## config.mk

```make
export PLATFORM = sky130hd
export DESIGN_NAME = sample_window_ctrl
export DESIGN_NICKNAME = d
export VERILOG_FILES = /design/src/rtl/sample_window_ctrl.sv
export SDC_FILE = /design/constraint.sdc
export NUM_CORES = 1
export LEC_CHECK = 0
export CAP_MARGIN = 20
export CORE_MARGIN = 2
export CORE_UTILIZATION = 48
export CTS_CLUSTER_DIAMETER = 40
export DETAILED_ROUTE_END_ITERATION = 10
export GPL_TIMING_DRIVEN = 0
export PLACE_DENSITY_LB_ADDON = 0.1
export SYNTH_ARGS = -nofsm -noshare
export SYNTH_HDL_FRONTEND = slang
export SYNTH_SLANG_ARGS = --single-unit
```

## constraint.sdc

```tcl
create_clock -name clk_i -period 3.8 [get_ports clk_i]
set_input_delay 0.76 -clock clk_i [delete_from_list [all_inputs] [get_ports clk_i]]
set_output_delay 0.76 -clock clk_i [all_outputs]
set_load 0.02 [all_outputs]
```

## src/rtl/sample_window_ctrl.sv

```systemverilog
// Sliding-window controller that feeds a downstream shift register and hands complete windows to the next layer.
// Optional frame-end handling via last_i is enabled by defining WINDOW_FRAME_LAST_EN.
module sample_window_ctrl #(
   parameter int WORD_SIZE     = 16,
   parameter int WINDOW_LENGTH = 10,
   parameter int STRIDE        = 1
) (
   input  logic                 clk_i,
   input  logic                 reset_i,
   input  logic [WORD_SIZE-1:0] data_i,
   input  logic                 valid_i,
   output logic                 ready_o,
   output logic [WORD_SIZE-1:0] shift_data_o,
   output logic                 shift_en_o,
   output logic                 window_valid_o,
   input  logic                 window_ready_i,
`ifdef WINDOW_FRAME_LAST_EN
   input  logic                 last_i,
`endif
   output logic [15:0]          window_count_o
);

   localparam int CW = $clog2(WINDOW_LENGTH + 1);
   localparam logic [CW-1:0] C_WLEN   = CW'(WINDOW_LENGTH);
   localparam logic [CW-1:0] C_STRIDE = CW'(STRIDE);

   typedef enum logic [1:0] {
      S_FILL   = 2'd0,
      S_HOLD   = 2'd1,
      S_STRIDE = 2'd2
   } state_t;

   state_t        r_state;
   state_t        w_stateNext;
   logic [CW-1:0] r_fillCount;
   logic [CW-1:0] w_fillNext;
   logic [CW-1:0] r_strideCount;
   logic [CW-1:0] w_strideNext;
   logic [15:0]   r_windowCount;
   logic [15:0]   w_windowCountNext;
   logic          r_restart;
   logic          w_restartNext;
   logic          w_accept;
   logic          w_last;
   logic [CW-1:0] w_fillInc;
   logic [CW-1:0] w_strideInc;

`ifdef WINDOW_FRAME_LAST_EN
   assign w_last = last_i;
`else
   assign w_last = 1'b0;
`endif

   // Samples pass straight through to the shift register; only the enable is gated.
   assign ready_o        = ~reset_i & (r_state != S_HOLD);
   assign w_accept       = valid_i & ready_o;
   assign shift_en_o     = w_accept;
   assign shift_data_o   = data_i;
   assign window_valid_o = (r_state == S_HOLD);
   assign window_count_o = r_windowCount;

   assign w_fillInc   = r_fillCount + CW'(1);
   assign w_strideInc = r_strideCount + CW'(1);

   always_comb begin
      w_stateNext       = r_state;
      w_fillNext        = r_fillCount;
      w_strideNext      = r_strideCount;
      w_windowCountNext = r_windowCount;
      w_restartNext     = r_restart;
      case (r_state)
         S_FILL: begin
            if (w_accept) begin
               if (w_fillInc == C_WLEN) begin
                  w_stateNext   = S_HOLD;
                  w_fillNext    = C_WLEN;
                  w_restartNext = w_last;
               end else if (w_last) begin
                  w_fillNext = '0;
               end else begin
                  w_fillNext = w_fillInc;
               end
            end
         end
         S_HOLD: begin
            // r_restart marks a window that closed a frame: refill instead of striding.
            if (window_ready_i) begin
               w_windowCountNext = r_windowCount + 16'd1;
               w_strideNext      = '0;
               if (r_restart) begin
                  w_stateNext   = S_FILL;
                  w_fillNext    = '0;
                  w_restartNext = 1'b0;
               end else begin
                  w_stateNext = S_STRIDE;
               end
            end
         end
         S_STRIDE: begin
            if (w_accept) begin
               if (w_strideInc == C_STRIDE) begin
                  w_stateNext   = S_HOLD;
                  w_strideNext  = C_STRIDE;
                  w_restartNext = w_last;
               end else if (w_last) begin
                  w_stateNext  = S_FILL;
                  w_fillNext   = '0;
                  w_strideNext = '0;
               end else begin
                  w_strideNext = w_strideInc;
               end
            end
         end
         default: begin
            w_stateNext  = S_FILL;
            w_fillNext   = '0;
            w_strideNext = '0;
         end
      endcase
   end

   always_ff @(posedge clk_i) begin
      if (reset_i) begin
         r_state       <= S_FILL;
         r_fillCount   <= '0;
         r_strideCount <= '0;
         r_windowCount <= '0;
         r_restart     <= 1'b0;
      end else begin
         r_state       <= w_stateNext;
         r_fillCount   <= w_fillNext;
         r_strideCount <= w_strideNext;
         r_windowCount <= w_windowCountNext;
         r_restart     <= w_restartNext;
      end
   end

endmodule

```

# Word level (Yosys, flattened, before mapping)
# Cells that the tools add are included.
[word_totals]
register_bits = 27
inputBits = 20
[classes]
n_addsub = 3
eq_ne = 11
muxes = 22
bitwise_logic = 5
reduce_logical = 7
[op_table]
columns = ["op", "count"]
rows = [
  ["$mux 4", 7],
  ["$pmux 4 s3", 2],
  ["$add 16x1->16 const B", 1],
  ["$mux 2", 6],
  ["$add 4x1->4 const B", 2],
  ["$ne 2x2->1 const B", 4],
  ["$ne 2x1->1 const B", 3],
  ["$pmux 2 s3", 1],
  ["$reduce_and 6->1", 1],
  ["$mux 1", 5],
  ["$reduce_and 5->1", 1],
  ["$eq 4x1->1 const B", 1],
  ["$eq 4x4->1 const B", 1],
  ["$reduce_and 4->1", 1],
  ["$not 1->1", 3],
  ["$pmux 1 s3", 1],
  ["$reduce_and 3->1", 1],
  ["$reduce_bool 3->1", 1],
  ["$and 1x1->1", 2],
  ["$eq 2x1->1 const B", 1],
  ["$eq 2x2->1 const B", 1],
  ["$logic_not 2->1", 1],
  ["$reduce_and 2->1", 1],
]

# Logic depth before layout (Yosys ltp)
# Gate-level depths: netlist of the first run.
[depth]
ltp_word = 5
ltp_mapped = 8
ltp_nobuf = 7

# Worst setup path before layout of the first run
# OpenSTA, ideal clock, no wires.
[synth_path]
kind = "input-to-output"
startpoint = "input reset_i"
endpoint = "output ready_o"
t_arrival_ps = 1445
slack_ps = 1595
cell_stages = 3
path_buffers = 2
cell_sequence = "clkbuf_1 > buf_1 > nor2_1"
[synth_via]
elab_chain_cells = 2
[synth_lines]
columns = ["element", "line", "rtl"]
rows = [
  ["from (decl)", "9", "input logic reset_i,"],
  ["$not 1->1", "55", "assign ready_o = ~reset_i & (r_state != S_HOLD);"],
  ["$and 1x1->1", "55", ""],
  ["to (decl)", "12", "output logic ready_o,"],
]
# Every way passes these cells.

# Worst setup path in the final report of the first run
# Same ends and word-level chain as after synthesis.

==> run_results.csv, run 1 <==
group,metric,value,unit
synth,synth_edf_count,0,
worst_hold_path,whs_path_depth,2,
clocking,clockRootBuffer,"clkbuf_4",
final_layout,drive_gt1_frac,0.122,
sta,hold_viol,0,
synth,synth_cells,188,
sta,fin_crit,3420,ps
sta,tns,0,ps
detailed_routing,route.detailed.wl_per_inst,12.5,microns
critical_path,slowest_delay,560,ps
sta,period_share,0.901,
clocking,htreeDepth,1,
final_layout,fin_area,2050,sq um
clocking,ctsHoldBuffers,0,
sta,finalMaxSlewViolations,0,
status,status,"finished, final reports clean",
critical_path,reg2reg_depth,8,
floorplan,rows,20,
critical_path,path_class,"input port to primary output",
global_routing,grt_pass1_vias,1371,
synth,synth_warnings,0,
place,dp_hpwl,2670,microns
synth,async_flop_share,0,
sta,rsz0062_at_grt,"false",
detailed_routing,drc,0,
final_layout,final_nets,260,
critical_path,critPathLaunchType,"input port",
critical_path,end_kind,"primary output",
clocking,cts_made_buffers,3,
sta,max_freq,292,MHz
place,dp_slack,376,ps
critical_path,crit_arrival,2660,ps
final_layout,regArea,520,sq um
critical_path,rr_endpoint,"r_state[1]$_SDFFE_PP0P_",
clocking,cts_tree,"done",
clocking,clk_pin_slew_worst_paths,150,ps
clocking,cts_setup_buffers,0,
synth,ys_types,44,
sta,maxSlewHeadroom,0.652,
place,post_dp_cell_area,2000,sq um
floorplan,initial_core_util,0.507,
critical_path,crit_chain,"clkdlybuf4s50_1 > clkbuf_1 > buf_1 > nor2_1 > clkdlybuf4s50_1",
clocking,clock-sinks,26,
sta,fin_ws,375,ps
critical_path,timing.rr.start,"r_state[1]$_SDFFE_PP0P_",
power_and_ir_drop,ir_worst_vdd,0.000229,V
critical_path,cp_max_fo,10,
critical_path,path_common_cell,"clkdlybuf4s50_1",
synth,syn_area,1560,sq um
global_routing,grt_max_degree,16,
final_layout,antenna_cells,0,
sta,finalSetupViolations,0,
synth,synth_nets,217,
power_and_ir_drop,p_total,861,uW
global_routing,grt_pass1_wl,5720,microns
floorplan,die_w,61.0,microns
detailed_routing,ant_nets,0,
final_layout,final_common_cell,"clkdlybuf4s50_1",
detailed_routing,dr.pass1.iters,5,
floorplan,io_pins,55,
sta,clock_skew,3.45,ps
clocking,clockBufferDepth,2,
floorplan,die_area,3730,sq um
detailed_routing,drt_iter0_markers,80,
synth,ys.flop_type,"dfxtp_1",
global_routing,grt_antenna_before_repair,0,
synth,synth-seq-area-share,0.333,
detailed_routing,drt_wl_total,3430,microns
floorplan,fp.coreArea,3080,sq um
worst_hold_path,min_to,"window_count_o[10]$_SDFFE_PP0P_",
detailed_routing,via_per_inst,5.19,
place,port_buffers,38,
final_layout,fillers,252,
clocking,cts_resized,0,
synth,synth_area_per_cell,8.31,sq um
floorplan,die_h,61.0,microns
clocking,clk_latency,330,ps
critical_path,crit_family,"buffers and inverters",
worst_hold_path,hp-class,"flip-flop to flip-flop",
final_layout,syn_to_final_growth,31.3,%
detailed_routing,num_vias,1421,
power_and_ir_drop,power_per_cell_area,420,nW/um^2
final_layout,multi_input_area,850,sq um
global_routing,grt_overflow,0,
worst_hold_path,hp-start,"window_count_o[10]$_SDFFE_PP0P_",
synth,ys_ff_latch,26,
flow_run,maxCapViolations,0,
global_routing,grt.total_usage,0.204,
power_and_ir_drop,p_leak,0.747,nW
critical_path,cp_num_buf_inv,4,
sta,worst_pin_slew,522,ps
critical_path,ff2ff_setup_slack,1500,ps
critical_path,critPathSlowestCell,"clkdlybuf4s50_1",
critical_path,worstPathRequired,3040,ps
final_layout,most-common-layout-cells,"clkdlybuf4s50_1, dfxtp_1, nor2_1, buf_4",
place,gp_congestion,0.781,
cell families after synthesis:
kind of cell    Yosys count  share of synthesized area
xor+xnor                 12                     0.0673
mux                       2                     0.0128
compound gates           31                      0.137
flops                    26                      0.333
buf+inv                  33                      0.123
fa+ha+maj                 9                     0.0721
simple gates             75                      0.255
layout make-up:
type | instances | share of cell area
buffer | 22 | 0.0733
clock buffer | 3 | 0.0110
clock inverter | 1 | 0.0147
inverter | 11 | 0.0201
multi-input combinational | 129 | 0.415
sequential | 26 | 0.254
tap | 44 | 0.0269
timing repair buffer | 38 | 0.186
through the flow:
step / instances / hold WS, ps / utilization
after floorplan: 188 / 479 / -
after global placement: 270 / 483 / 0.649
after detailed placement: 270 / 502 / 0.649
after CTS: 274 / 524 / 0.666
after global routing: 274 / 544 / 0.666
final: 274 / 522 / 0.666
how the worst max path moves through the flow:
stage / depth (start not counted) / slack (ps) / to / from
2_1_floorplan: 3 / 1600 / ready_o / reset_i
3_3_place_gp: 5 / 400 / ready_o / reset_i
3_5_place_dp: 5 / 380 / ready_o / reset_i
4_1_cts: 5 / 370 / ready_o / reset_i
5_1_grt: 5 / 280 / ready_o / reset_i
6_report: 5 / 380 / ready_o / reset_i
power breakdown:
part           switching, mW  internal (mW)  leakage (nW)
sequential            0.0266          0.293         0.210
combinational          0.188          0.158         0.509
clock                 0.0890          0.107        0.0279
total                  0.304          0.558         0.747
flip-flops by register name, summed over array words and instances (netlist names):
| name | count |
|---|---|
| window_count_o | 16 |
| r_fillCount | 4 |
| r_state | 2 |
| r_strideCount | 4 |
synthesized netlist by cell type, drive strengths merged, types with 3 or more instances:
library cell	count	area (sq um)
xnor2	9	78.8
or3	5	31.3
a21oi	11	58.8
inv	11	41.3
nor2b	3	18.8
nand3	12	60.1
nand2	12	45.0
and3	3	18.8
nand2b	3	18.8
a31oi	3	18.8
xor2	3	26.3
nor3	5	30.0
ha	9	113
clkbuf	3	11.3
nor2	19	71.3
dfxtp	26	521
o21ai	8	40.0
buf	19	139
metal layers:
| layer | up-vias | GRT usage | share of wire |
|---|---|---|---|
| met4 | 0 | 0.102 | 0.019 |
| met3 | 8 | 0.0294 | 0.051 |
| li1 | 707 | - | - |
| met2 | 54 | 0.351 | 0.49 |
| met5 | - | 0 | 0 |
| met1 | 652 | 0.248 | 0.44 |
worst min-delay path: stages (launching register included):
cell	delay (ps)
dfxtp_1	360
o21ai_0	80
a21oi_1	60
Note: power is estimated with default switching activity, not from simulation.
==> run 2: changes to the inputs <==
--- a/config.mk
+++ b/config.mk
@@ -12,6 +12,7 @@
 export DETAILED_ROUTE_END_ITERATION = 10
 export GPL_TIMING_DRIVEN = 0
 export PLACE_DENSITY_LB_ADDON = 0.1
+export REMOVE_ABC_BUFFERS = 1
 export SYNTH_ARGS = -nofsm -noshare
 export SYNTH_HDL_FRONTEND = slang
 export SYNTH_SLANG_ARGS = --single-unit
==> run 2 against run 1 <==
Net effect:
- clock skew shrank 1.8 ps
- wire length fell by 5.6%
- via count down 8.2%
- flip-flop and latch count unchanged
- clock power is 3% lower
- critical path depth down 1
- design area fell by 15%
- register-to-register slack is essentially flat
- first-iteration DRC count fell by 35%
- hold slack improved by 7.8 ps
- maximum frequency fell by 1.2%
==> run_results.csv, run 2 (synthesized netlist as in run 1, its figures left out) <==
group,metric,value,unit
clocking,htreeDepth,1,
clocking,clockBufferDepth,2,
power_and_ir_drop,internal_power,529,uW
critical_path,cp_max_fo,29,
place,gp_congestion,0.778,
power_and_ir_drop,p_total,800,uW
power_and_ir_drop,power_per_cell_area,461,nW/um^2
clocking,ctsHoldBuffers,0,
place,port_buffers,22,
detailed_routing,dr.pass1.iters,4,
power_and_ir_drop,combPwrFrac,0.360,
power_and_ir_drop,clock_power_share,0.239,
final_layout,antenna_cells,0,
place,dp_hpwl,2340,microns
sta,maxSlewHeadroom,0.326,
clocking,clockRootBuffer,"clkbuf_4",
clocking,clk_pin_slew_worst_paths,140,ps
critical_path,crit_arrival,2710,ps
final_layout,fin_area,1740,sq um
power_and_ir_drop,ir_worst_vdd,0.000363,V
critical_path,worstPathRequired,3040,ps
critical_path,slowest_delay,640,ps
detailed_routing,drt_wl_total,3240,microns
critical_path,critPathSlowestCell,"or3b_1",
sta,hold_viol,0,
global_routing,grt_pass1_vias,1231,
final_layout,drive_gt1_frac,0.0573,
clocking,clk_latency,320,ps
floorplan,rows,20,
sta,clock_skew,1.60,ps
final_layout,most-common-layout-cells,"dfxtp_1, clkdlybuf4s50_1, nor2_1, nand2_1, nand3_1",
status,status,"finished, final reports clean",
critical_path,cp_num_buf_inv,3,
sta,finalMaxSlewViolations,0,
sta,period_share,0.912,
final_layout,fin_cells,236,
sta,worst_pin_slew,1010,ps
global_routing,grt_antenna_before_repair,0,
floorplan,initial_core_util,0.507,
critical_path,crit_chain,"dlygate4sd2_1 > or3b_1 > inv_1 > clkdlybuf4s50_1",
detailed_routing,via_per_inst,5.53,
power_and_ir_drop,p_seq_frac,0.401,
global_routing,grt_pass1_wl,5440,microns
global_routing,grt_overflow,0,
sta,finalSetupViolations,0,
worst_hold_path,hp-class,"flip-flop to flip-flop",
floorplan,die_w,61.0,microns
detailed_routing,ant_nets,0,
detailed_routing,drt_iter0_markers,52,
detailed_routing,route.detailed.wl_per_inst,13.7,microns
final_layout,largest_reg_flops,16,
final_layout,syn_to_final_growth,11.3,%
clocking,clock-sinks,26,
clocking,cts_setup_buffers,0,
final_layout,final_nets,222,
detailed_routing,num_vias,1305,
power_and_ir_drop,swShare,0.340,
critical_path,path_class,"input port to primary output",
sta,max_freq,288,MHz
power_and_ir_drop,p_switching,272,uW
floorplan,io_pins,55,
floorplan,die_h,61.0,microns
place,dpl.cell_count,232,
sta,rsz0062_at_grt,"false",
clocking,cts_made_buffers,3,
power_and_ir_drop,p_leak,0.597,nW
sta,hold_slack,529,ps
floorplan,die_area,3730,sq um
sta,fin_crit,3470,ps
flow_run,maxCapViolations,0,
place,post_dp_cell_area,1690,sq um
critical_path,crit_family,"buffers and inverters",
floorplan,fp.coreArea,3080,sq um
critical_path,end_kind,"primary output",
final_layout,final_common_cell,"dfxtp_1",
critical_path,critPathLaunchType,"input port",
detailed_routing,drc,0,
global_routing,grt_max_degree,30,
global_routing,grt.total_usage,0.193,
clocking,cts_tree,"done",
==> run 2: changes by cell type in the layout (fill, tap and decap cells not counted) <==
cell / change
dlygate4sd2_1: +1
buf_6: -1
clkbuf_1: -3
buf_1: -2
clkdlybuf4s50_1: -17
buf_4: -16
==> run 2: power by group through the flow <==
stage                     Sequential, mW  Combinational, mW  Clock [mW]
after global placement             0.325              0.284           0
after detailed placement           0.326              0.291           0
after floorplan                    0.325              0.215           0
after global routing               0.325              0.322       0.208
after CTS                          0.321              0.291       0.197
final                              0.321              0.288       0.191
==> run 2: cell type report <==
type | count | area [sq um]
Sequential cell | 26 | 520
Clock buffer | 3 | 22.5
Fill cell | 283 | 1340
Clock inverter | 1 | 30.0
Timing Repair Buffer | 22 | 219
Inverter | 11 | 41.3
Multi-Input combinational cell | 129 | 850
Tap cell | 44 | 55.1
==> run 2: path summary, 6_finish.rpt <==
kind	from	slack, ps	cells after the start	end
setup reg to reg	r_state[1]$_SDFFE_PP0P_	1500	7	r_state[1]$_SDFFE_PP0P_
setup / recovery	reset_i	330	4	shift_en_o
hold / removal	window_count_o[10]$_SDFFE_PP0P_	530	2	window_count_o[10]$_SDFFE_PP0P_
hold reg to reg	window_count_o[10]$_SDFFE_PP0P_	530	2	window_count_o[10]$_SDFFE_PP0P_
==> run 2: timing repair <==
| item | 4_1_cts | 5_1_grt |
|---|---|---|
| resized for setup | 1 | 0 |
| hold endpoints to repair | 0 | 0 |
| setup endpoints to repair | 1 | 0 |
==> run 2: worst register-to-register path, cell delays in order (launching register included) <==
cell and delay [ps]:
dfxtp_1 430, inv_1 80, ha_1 280, or3b_1 550
o41ai_2 320, a31oi_1 100, nor3_2 250, mux2i_1 230
==> run 2: through the flow <==
step	setup WS, ps	utilization	TNS, ps
after floorplan	1600	-	0
after global placement	-125	0.548	-125
after detailed placement	-158	0.548	-158
after CTS	324	0.565	0
after global routing	164	0.565	0
final	333	0.565	0
==> run 2: per-layer routing <==
| layer | global-route usage | vias up | wire length, microns |
|---|---|---|---|
| met5 | 0 | - | 0 |
| met4 | 0.0497 | 0 | 32 |
| met3 | 0.0819 | 5 | 288 |
| met2 | 0.302 | 57 | 1490 |
| met1 | 0.246 | 604 | 1430 |
| li1 | - | 639 | - |
==> run 3: changes to the inputs <==
--- a/config.mk
+++ b/config.mk
@@ -9,8 +9,10 @@
 export CORE_MARGIN = 2
 export CORE_UTILIZATION = 48
 export CTS_CLUSTER_DIAMETER = 40
+export CTS_CLUSTER_SIZE = 40
 export DETAILED_ROUTE_END_ITERATION = 10
 export GPL_TIMING_DRIVEN = 0
+export MAX_ROUTING_LAYER = met4
 export PLACE_DENSITY_LB_ADDON = 0.1
 export REMOVE_ABC_BUFFERS = 1
 export SYNTH_ARGS = -nofsm -noshare
==> run 3 against run 2 <==
Net effect:
- clock power about the same
- highest routed layer unchanged
- wire length is 0.40% lower
- clock-buffer cell count stayed put
- sequential share of layout area stayed put
- critical path type unchanged
- clock skew is essentially flat
- core utilization did not move
- design area did not move
- sequential power barely moved
- total power hardly changed
- critical path depth stayed put
==> run_results.csv, run 3 (synthesized netlist as in run 1, its figures left out) <==
group,metric,value,unit
status,status,"finished, final reports clean",
critical_path,path_class,"input port to primary output",
global_routing,grt_most_used_layer,"met2",
sta,max_freq,289,MHz
clocking,clk_latency,320,ps
floorplan,die_area,3730,sq um
worst_hold_path,hp-class,"flip-flop to flip-flop",
floorplan,initial_core_util,0.507,
final_layout,fillers,283,
final_layout,fin_cells,236,
global_routing,grt.total_usage,0.198,
critical_path,timing.rr.start,"r_state[1]$_SDFFE_PP0P_",
clocking,cts_resized,1,
place,dp_slack,-158,ps
floorplan,rows,20,
floorplan,fp.coreArea,3080,sq um
sta,fin_crit,3460,ps
clocking,htreeDepth,1,
sta,hold_viol,0,
clocking,ctsHoldBuffers,0,
global_routing,use_met1,0.252,
final_layout,most-common-layout-cells,"dfxtp_1, clkdlybuf4s50_1, nor2_1, nand2_1, nand3_1",
final_layout,antenna_cells,0,
global_routing,grt_max_degree,30,
detailed_routing,ant_nets,0,
clocking,cts_setup_buffers,0,
detailed_routing,drc,0,
clocking,cts_made_buffers,3,
final_layout,largest_reg_flops,16,
sta,worst_pin_slew,1000,ps
clocking,clk_pin_slew_worst_paths,140,ps
sta,finalSetupViolations,0,
flow_run,maxCapViolations,0,
final_layout,post-route-util,0.565,
critical_path,end_kind,"primary output",
critical_path,rr_endpoint,"r_state[1]$_SDFFE_PP0P_",
sta,rsz0062_at_grt,"false",
sta,period_share,0.911,
floorplan,io_pins,55,
critical_path,cp-startpoint,"reset_i",
power_and_ir_drop,power_per_cell_area,461,nW/um^2
global_routing,grt_pass1_vias,1232,
worst_hold_path,hp-start,"window_count_o[10]$_SDFFE_PP0P_",
clocking,clockRootBuffer,"clkbuf_4",
floorplan,die_h,61.0,microns
critical_path,ff2ff_setup_slack,1500,ps
critical_path,slowest_delay,640,ps
clocking,clock-sinks,26,
sta,finalMaxSlewViolations,0,
final_layout,final_nets,222,
sta,hold_slack,529,ps
sta,fin_ws,337,ps
global_routing,use_met2,0.296,
critical_path,worstPathRequired,3040,ps
global_routing,grt_overflow,0,
final_layout,final_common_cell,"dfxtp_1",
global_routing,grt_antenna_before_repair,0,
detailed_routing,via_per_inst,5.50,
final_layout,syn_to_final_growth,11.3,%
sta,clock_skew,1.78,ps
detailed_routing,drt_wl_total,3230,microns
critical_path,crit_arrival,2700,ps
detailed_routing,num_vias,1297,
power_and_ir_drop,p_leak,0.597,nW
global_routing,grt_pass1_wl,5420,microns
place,gp_congestion,0.789,
detailed_routing,dr.pass1.iters,4,
floorplan,die_w,61.0,microns
detailed_routing,drt_iter0_markers,55,
clocking,clockBufferDepth,2,
critical_path,cp_max_fo,29,
critical_path,reg2reg_depth,7,
power_and_ir_drop,ir_worst_vdd,0.000364,V
power_and_ir_drop,p_total,801,uW
global_routing,use_met3,0.0777,
critical_path,crit_chain,"dlygate4sd2_1 > or3b_1 > inv_1 > clkdlybuf4s50_1",
critical_path,cp-endpoint,"shift_en_o",
place,dp_hpwl,2340,microns
worst_hold_path,whs_path_depth,2,
sta,maxSlewHeadroom,0.333,
place,dpl.cell_count,232,
detailed_routing,route.detailed.wl_per_inst,13.7,microns
critical_path,critPathSlowestCell,"or3b_1",
place,port_buffers,22,
critical_path,critPathLaunchType,"input port",
final_layout,drive_gt1_frac,0.0573,
clocking,cts_tree,"done",
run 3: cell counts in the layout (fill, tap and decap cells not counted):
No cell type changed its count.
run 3: final cells by class:
class	count	area, sq um	area share
Clock buffer	3	22.5	0.0130
Clock inverter	1	30.0	0.0173
Inverter	11	41.3	0.0238
Multi-Input combinational cell	129	850	0.489
Sequential cell	26	520	0.299
Tap cell	44	55.1	0.0317
Timing Repair Buffer	22	219	0.126
run 3: worst min path at each step:
| stage | endpoint | slack [ps] |
|---|---|---|
| after global placement | window_count_o[10]$_SDFFE_PP0P_ | 490 |
| after floorplan | r_strideCount[2]$_SDFFE_PP0P_ | 470 |
| final | window_count_o[10]$_SDFFE_PP0P_ | 530 |
| after global routing | window_count_o[1]$_SDFFE_PP0P_ | 560 |
| after CTS | r_state[0]$_SDFFE_PP0P_ | 530 |
| after detailed placement | window_count_o[15]$_SDFFE_PP0P_ | 510 |
run 3: routing by layer:
layer,vias up,wire (microns)
met5,-,0
met4,0,32
met3,5,274
met2,53,1470
met1,600,1450
li1,639,-
run 3: report_power, final:
| group | switching (mW) | internal, mW |
|---|---|---|
| logic | 0.159 | 0.129 |
| registers | 0.0282 | 0.293 |
| clock network | 0.0844 | 0.107 |
| total | 0.272 | 0.529 |
run 3: worst max-delay path, delay by kind of cell:
kind,cells,cell delay [ps]
buffers and inverters,3,1290
AND/OR/NAND/NOR,1,640
run 3: stage by stage:
stage / instance area [sq um] / setup TNS, ps
after floorplan: 1410 / 0
after global placement: 1690 / -125
after detailed placement: 1690 / -158
after CTS: 1740 / 0
after global routing: 1740 / 0
final: 1740 / 0
